--- config.mk ---
export PLATFORM = sky130hd
export DESIGN_NAME = dff_chain_ctrl
export DESIGN_NICKNAME = d
export VERILOG_FILES = /design/src/rtl/dff_chain_pkg.sv /design/src/rtl/dff_chain_baud.sv /design/src/rtl/dff_chain_ctrl.sv
export SDC_FILE = /design/constraint.sdc
export NUM_CORES = 1
export LEC_CHECK = 0
export CORE_UTILIZATION = 45
export CTS_BUF_LIST = sky130_fd_sc_hd__clkbuf_16
export CTS_CLUSTER_SIZE = 30
export DETAILED_ROUTE_END_ITERATION = 8
export HOLD_SLACK_MARGIN = 0.12
export PLACE_DENSITY = 0.74
export SYNTH_ARGS = -nofsm -noshare
export SYNTH_HDL_FRONTEND = slang
export SYNTH_SLANG_ARGS = --single-unit
--- constraint.sdc ---
create_clock -name ck -period 2.4 [get_ports ck]
set_input_delay 0.48 -clock ck [delete_from_list [all_inputs] [get_ports ck]]
set_output_delay 0.48 -clock ck [all_outputs]
set_load 0.01 [all_outputs]
--- src/rtl/dff_chain_pkg.sv ---
// ============================================================================
// Module  : dff_chain_pkg
// Brief   : Shared types and constants for the shared DFF shift-chain controller.
// Revision: 1.0 - initial release
// ============================================================================
`default_nettype none

package dff_chain_pkg;

   localparam int   DEF_WIDTH = 8;
   localparam int   DEF_DIV_W = 16;
   localparam logic IDLE_MARK = 1'b1;

   typedef enum logic [1:0] {
      IDLE  = 2'd0,
      LOAD  = 2'd1,
      SHIFT = 2'd2,
      DONE  = 2'd3
   } state_t;

   // Round-robin pick: on contention the requester that did not win last time goes next.
   function automatic logic rr_pick(input logic [1:0] req, input logic last_owner);
      if (req == 2'b11) return ~last_owner;
      return req[1];
   endfunction

endpackage

`default_nettype wire

--- src/rtl/dff_chain_baud.sv ---
// ============================================================================
// Module  : dff_chain_baud
// Brief   : Bit-period counter; tick marks the last cycle of each bit period.
// Revision: 1.0 - initial release
// ============================================================================
`default_nettype none

module dff_chain_baud
   import dff_chain_pkg::*;
#(
   parameter int DIV_W = DEF_DIV_W
) (
   input  logic             ck,
   input  logic             clr,
   input  logic             i_load,
   input  logic             i_en,
   input  logic [DIV_W-1:0] i_divisor,
   output logic             o_tick
);

   logic [DIV_W-1:0] r_div_q;
   logic [DIV_W-1:0] r_cnt;

   // Counter never exceeds r_div_q, so an all-ones divisor cannot wrap.
   always_ff @(posedge ck or negedge clr) begin
      if (!clr) begin
         r_div_q <= '0;
         r_cnt   <= '0;
      end else if (i_load) begin
         r_div_q <= i_divisor;
         r_cnt   <= '0;
      end else if (i_en) begin
         r_cnt <= o_tick ? '0 : r_cnt + DIV_W'(1);
      end
   end

   assign o_tick = i_en && (r_cnt == r_div_q);

endmodule

`default_nettype wire

--- src/rtl/dff_chain_ctrl.sv ---
// ============================================================================
// Module  : dff_chain_ctrl
// Brief   : Round-robin shares one shift chain between two requesters, LSB-first out.
// Revision: 1.0 - initial release
// ============================================================================
`default_nettype none

module dff_chain_ctrl
   import dff_chain_pkg::*;
#(
   parameter int WIDTH = DEF_WIDTH,
   parameter int DIV_W = DEF_DIV_W
) (
   input  logic             ck,
   input  logic             clr,
   input  logic [1:0]       req,
   input  logic [WIDTH-1:0] din0,
   input  logic [WIDTH-1:0] din1,
   input  logic [DIV_W-1:0] divisor,
   output logic [1:0]       gnt,
   output logic             owner,
   output logic             busy,
   output logic             sout,
   output logic             done
);

   localparam int               CNT_W      = $clog2(WIDTH + 1);
   localparam logic [CNT_W-1:0] c_last_bit = CNT_W'(WIDTH - 1);

   state_t           r_state;
   logic             r_winner;
   logic [WIDTH-1:0] r_chain;
   logic [CNT_W-1:0] r_bitcnt;
   logic             w_pick;
   logic             w_tick;
   logic [WIDTH-1:0] w_word;

   assign w_pick = rr_pick(req, owner);
   assign w_word = r_winner ? din1 : din0;

   dff_chain_baud #(
      .DIV_W (DIV_W)
   ) u_baud (
      .ck        (ck),
      .clr       (clr),
      .i_load    (r_state == LOAD),
      .i_en      (r_state == SHIFT),
      .i_divisor (divisor),
      .o_tick    (w_tick)
   );

   always_ff @(posedge ck or negedge clr) begin
      if (!clr) begin
         r_state  <= IDLE;
         r_winner <= 1'b1;
         r_chain  <= '0;
         r_bitcnt <= '0;
         gnt      <= 2'b00;
         owner    <= 1'b1;
         busy     <= 1'b0;
         sout     <= IDLE_MARK;
         done     <= 1'b0;
      end else begin
         gnt  <= 2'b00;
         done <= 1'b0;
         case (r_state)
            IDLE: begin
               if (req != 2'b00) begin
                  r_winner <= w_pick;
                  owner    <= w_pick;
                  gnt      <= {w_pick, ~w_pick};
                  busy     <= 1'b1;
                  r_state  <= LOAD;
               end
            end
            LOAD: begin
               r_chain  <= w_word;
               sout     <= w_word[0];
               r_bitcnt <= '0;
               r_state  <= SHIFT;
            end
            SHIFT: begin
               if (w_tick) begin
                  r_chain  <= r_chain >> 1;
                  r_bitcnt <= r_bitcnt + CNT_W'(1);
                  // sout is registered, so it takes the next bit ahead of the shift.
                  if (r_bitcnt == c_last_bit) begin
                     sout    <= IDLE_MARK;
                     done    <= 1'b1;
                     r_state <= DONE;
                  end else begin
                     sout <= r_chain[1];
                  end
               end
            end
            DONE: begin
               busy    <= 1'b0;
               r_state <= IDLE;
            end
            default: r_state <= IDLE;
         endcase
      end
   end

endmodule

`default_nettype wire

---- After elaboration in Yosys (flattened, before gate mapping) ----
Cells that the tools add are included.
word-level totals
  bits in registers ....................... 52
  bits of input ports ..................... 36
  output and inout port bits .............. 6
  logic and storage cells ................. 57
cells by class
  add/subtract/negate cells ............... 2
  equality and inequality tests ........... 9
  mux-type cells .......................... 25
  bitwise gates (word level) .............. 2
  reductions and logical operators ........ 9
operators by type and width
  kind                                           number
  two-way mux 16 bit                             3
  adder 16 x 1 -> 16 bit, second input constant  1
  == test 16 bit                                 1
  two-way mux 8 bit                              2
  one-hot mux 8 bit (2 select lines)             1
  two-way mux 2 bit                              5
  two-way mux 1 bit                              9
  one-hot mux 2 bit (4 select lines)             1
  one-hot mux 4 bit (2 select lines)             1
  == test 2 bit, second input constant           3
  inequality test 2 bit, second input constant   3
  AND reduction 2 bit                            3
  nonzero test 2 bit                             3
  adder 4 x 1 -> 4 bit, second input constant    1
  == test 4 x 3 -> 1 bit, second input constant  1
  two-way mux 4 bit                              1
  one-hot mux 1 bit (2 select lines)             2
  AND reduction 3 bit                            1
  == test 2 x 1 -> 1 bit, second input constant  1
  logical NOT 2 bit                              1
  inverter 1 bit                                 2
  logical AND 1 bit                              1

---- Logic depth before layout (Yosys ltp) ----
Gate-level depths: netlist of run 1.
  depth in word-level cells ............... 6
  mapped depth ............................ 8
  mapped depth without buffers ............ 7

---- Hierarchy ----
A second synthesis of run 1 with hierarchy kept.
unflattened totals
  cell total of the unflattened synthesis .. 272
  area, all modules ....................... 2876.5 µm²
modules (own cells, without submodules)
  module          instances  cells an instance  area each (µm²)  seq. area each (µm²)
  dff_chain_baud  1          158                1719.1           800.8
  dff_chain_ctrl  1          114                1157.4           478.0

---- Worst setup path before layout of run 1 ----
OpenSTA, ideal clock, no wires.
  path kind ............................... register to register
  start point ............................. register r_state[1]
  end point ............................... register u_baud.r_cnt[13]
  setup time .............................. 0.121 ns
  arrival ................................. 1.668 ns
  setup slack ............................. 0.611 ns
  cell stages (with the launch flop) ...... 8
  path buffers ............................ 0
  period minus slack after synthesis ...... 1.789 ns
  cell sequence ........................... dfrtp_1 -> inv_1 -> ha_1 -> and3_1 -> nor3b_1 -> nand3_1 -> xor2_1 -> nor2_1
between the ends
  cells in the longest elaborated chain, start to end .. 5
ends and longest elaborated chain
  what                    RTL line              text
  start, declared         dff_chain_ctrl.sv:30  state_t r_state;
  start signal, assigned  dff_chain_ctrl.sv:54  r_state <= IDLE;
  start signal, assigned  dff_chain_ctrl.sv:73  r_state <= LOAD;
  start signal, assigned  dff_chain_ctrl.sv:80  r_state <= SHIFT;
  == test 2 bit           dff_chain_ctrl.sv:47  .i_en (r_state == SHIFT),
  logical AND 1 bit       dff_chain_baud.sv:37  assign o_tick = i_en && (r_cnt == r_div_q);
  two-way mux 16 bit      dff_chain_baud.sv:33  r_cnt <= o_tick ? '0 : r_cnt + DIV_W'(1);
  two-way mux 16 bit      dff_chain_baud.sv:32  end else if (i_en) begin
  two-way mux 16 bit      dff_chain_baud.sv:29  end else if (i_load) begin
  end signal, assigned    dff_chain_baud.sv:33
  end, declared           dff_chain_baud.sv:22  logic [DIV_W-1:0] r_cnt;
Several ways; a longest one is shown, not always the timed one. The select of a mux whose other input is x is not followed.
A chain may end at the register's enable or synchronous reset.

---- Final worst setup path of run 1 ----
  start point ............................. register u_baud.r_cnt[9]
  end point ............................... register r_chain[6]
between the ends
  cells in the longest elaborated chain, start to end .. 4
ends and longest elaborated chain
  what                             RTL line              text
  == test 16 bit                   dff_chain_baud.sv:37
  logical AND 1 bit                dff_chain_baud.sv:37
  inequality test 2 bit (no line)  n/a
  AND reduction 2 bit (no line)    n/a
  end signal, assigned             dff_chain_ctrl.sv:77  r_chain <= w_word;
  end signal, assigned             dff_chain_ctrl.sv:84  r_chain <= r_chain >> 1;
  end, declared                    dff_chain_ctrl.sv:32  logic [WIDTH-1:0] r_chain;
Every way passes these cells.

==> summary.txt, run 1 <==
Status: complete, no violations
Per-cell routed wire length: 13.8 µm
Gr usage total: 0.182
Switching share of power: 0.344
Crit. End Element: flop
Met3 wire length: 162 µm
# IOs: 42
CP Launch Point: u_baud.r_cnt[9]
Fraction of layout cells with a size suffix above 1: 0.126
Post_cts resized: 0
CTS Buf Count: 5
DR top layer: met4
Antenna violations before repair: 0
Most common cell in the netlist: dfrtp_1
Sequential area share after synthesis: 0.496
Fillers: 465
Area grow syn2layout: 25.2%
Post-route clock period utilization: 0.913
Library cells used by synthesis: 38
Largest cells by area after synthesis: dfrtp_1 48%, xor2_1 8.2%, mux2_2 7.4%
Worst Path Arrival: 2.36 ns
Core Region: 5510 µm²
Power Dens Cells: 1060 nW/µm²
Synth Register Bits: 51
Grt ovf: 0
Post-Syn Area: 2580 µm²
Cell count after synthesis: 241
Worst VDD drop: 401 µV
Die Width: 77.7 µm
Hold WC Path Type: input pin to async pin
Clock sink total: 51
Syn Area/Cell: 10.7 µm²
ANT nets after route: 0
Initial DRC Count: 69
Fmax: 456 MHz
Detailed Place HPWL: 3.63 mm
Clock root cell: clkbuf_16
Synth async-reset ratio: 1.00
Antenna Cells: 0
Die area: 6030 µm²
Max-cap violations: 0
Setup violators final: 0
Relative slew slack: 0.600
Reg clk slew, reported paths: 0.07 ns
Actual slew at the worst max-slew pin: 0.601 ns
Clock Tree Buf Depth: 2
Setup Skew: 0.00693 ns
First-pass GRT wire length: 8.58 mm
Vias per inst: 5.28
CTS H-Tree Depth: 2
Top cell type's share of synthesized area: 0.476
DRC violations left: 0
Combinational Power Share: 0.374
Register-to-Register Path Depth: 5
WL final: 4.92 mm
P_int: 0.00224 W
Post-synth EDFFs: 0
Clock Power Share: 0.199
WP data required: 2.57 ns
Worst reg2reg startpoint: u_baud.r_cnt[9]
Ys Warns: 0
Wire length on met2: 2.22 mm
Fin. Hold Viols: 0
Cells along the critical path: xor2_1 > nor4_1 > and4_1 > a21boi_2 > a221o_1
Startpoint Class: flop
Number of global-route vias before repair: 1848
Fin worst setup slack: 0.209 ns
Leak pwr: 1.43 nW
Metal-1 WL: 2.47 mm
Overall power: 0.00341 W
GP Congestion: 0.836
Setup TNS: 0 ns
Net switching power: 0.00117 W
Sequential share of power: 0.427
Pre-CTS setup slack: 0.237 ns
Max Slew Vio Count: 0
Post-CTS Setup Bufs: 0
Fin nets: 327
Critical path class: flop to flop
RSZ-0062 raised after global routing: false
Max incr delay on CP: 0.48 ns
Critical path fanouts, max: 9
Largest net degree at the start of global routing: 27
Worst-skew pair later-pin latency: 0.29 ns
Initial Util: 0.468
Slowest cell on crit path: nor4_1
TritonRoute pass-1 iters: 4
Synthesized Nets: 283
TritonCTS clock tree: done
Top FF cell, synth: dfrtp_1
Leading area contributor after synthesis: dfrtp_1
Row Count: 27
Hold_buf cts: 0
Min Tclk post-route: 2.19 ns
IO buf count: 41
Total number of vias: 1890
Post-synth top cells: 49 x dfrtp_1, 30 x nor2_1, 24 x xor2_1
Die Ht: 77.7 µm
-- worst max-delay path, delay by kind of cell (launching register included) --
kind,cells,cell delay (ns)
DFF,1,0.43
xor gates and xnor gates,1,0.18
AOI/OAI and AO/OA,2,0.50
and+or+nand+nor,2,0.96
-- placed cells by master, fill, tap and decap left out, types with 5 or more instances in the layout --
| cell | n |
|---|---|
| xnor2_1 | 6 |
| nand2_1 | 18 |
| clkbuf_16 | 5 |
| ha_1 | 6 |
| mux2i_1 | 8 |
| clkdlybuf4s50_1 | 40 |
| inv_1 | 6 |
| nor2_1 | 30 |
| dfrtp_1 | 49 |
| a221o_1 | 6 |
| buf_4 | 6 |
| xor2_1 | 24 |
| mux2_2 | 17 |
| nand3_1 | 12 |
-- through the flow --
stage	hold WS (ns)	instance area, µm²	util	std cells
6_report	0.191	3220	0.586	358
5_1_grt	0.246	3220	0.586	358
4_1_cts	0.221	3220	0.586	358
3_5_place_dp	0.476	3080	0.560	350
3_3_place_gp	0.466	3080	0.560	350
2_1_floorplan	0.184	2580	-	241
-- path summary, 6_finish.rpt --
check	slack (ns)	to
setup reg to reg	0.21	r_chain[6]
hold reg to reg	0.48	busy
hold / removal	0.19	u_baud.r_cnt[12]
setup / recovery	0.21	r_chain[6]
min in group ck	0.48	busy
max in group asynchronous	1.66	done
-- state kept, by name, indices dropped and copies added (netlist names) --
| register | flops |
|---|---|
| r_state | 2 |
| r_bitcnt | 4 |
| done | 1 |
| sout | 1 |
| r_winner | 1 |
| busy | 1 |
| gnt | 2 |
| u_baud.r_div_q | 16 |
| u_baud.r_cnt | 16 |
| r_chain | 7 |
-- routing by layer --
layer	global-route usage	vias to the layer above
met4	0.0736	0
met1	0.263	922
met2	0.270	29
met5	0	-
met3	0.0294	6
li1	-	933
-- area by class of cell --
cell class / count / area, µm² / share of cell area
clock buffer: 5 / 125 / 0.0388
clock inverter: 3 / 15.0 / 0.00466
tap: 72 / 90.1 / 0.0279
multi-input combinational: 173 / 1220 / 0.379
inverter: 6 / 22.5 / 0.00698
timing repair buffer: 48 / 470 / 0.146
sequential: 51 / 1280 / 0.397
-- power groups by stage --
stage / Clock, W / Sequential, W / Combinational [W]
finish: 0.000677 / 0.00146 / 0.00128
global route: 0.000720 / 0.00150 / 0.00141
CTS: 0.000690 / 0.00146 / 0.00129
detailed placement: 0 / 0.00147 / 0.00128
global placement: 0 / 0.00146 / 0.00124
floorplan: 0 / 0.00138 / 0.000959
-- kinds of logic (layout without fill, tap and decap cells) --
logic type	count (synthesis)	after routing	share of synthesized area
compound gates	25	25	0.0724
flops	51	51	0.496
xor+xnor	30	30	0.102
mux	25	25	0.105
fa+ha+maj	6	6	0.0291
simple gates	87	87	0.166
buf+inv	17	62	0.0291
No activity file was read; power rests on OpenSTA's default activity.
==> inputs of run 2 (changes only) <==
--- a/config.mk
+++ b/config.mk
@@ -9,6 +9,7 @@
 export CTS_BUF_LIST = sky130_fd_sc_hd__clkbuf_16
 export CTS_CLUSTER_SIZE = 30
 export DETAILED_ROUTE_END_ITERATION = 8
+export GPL_TIMING_DRIVEN = 1
 export HOLD_SLACK_MARGIN = 0.12
 export PLACE_DENSITY = 0.74
 export SYNTH_ARGS = -nofsm -noshare
==> results of run 2 <==
The final DEF is identical to that of run 1; final timing and power are the same.
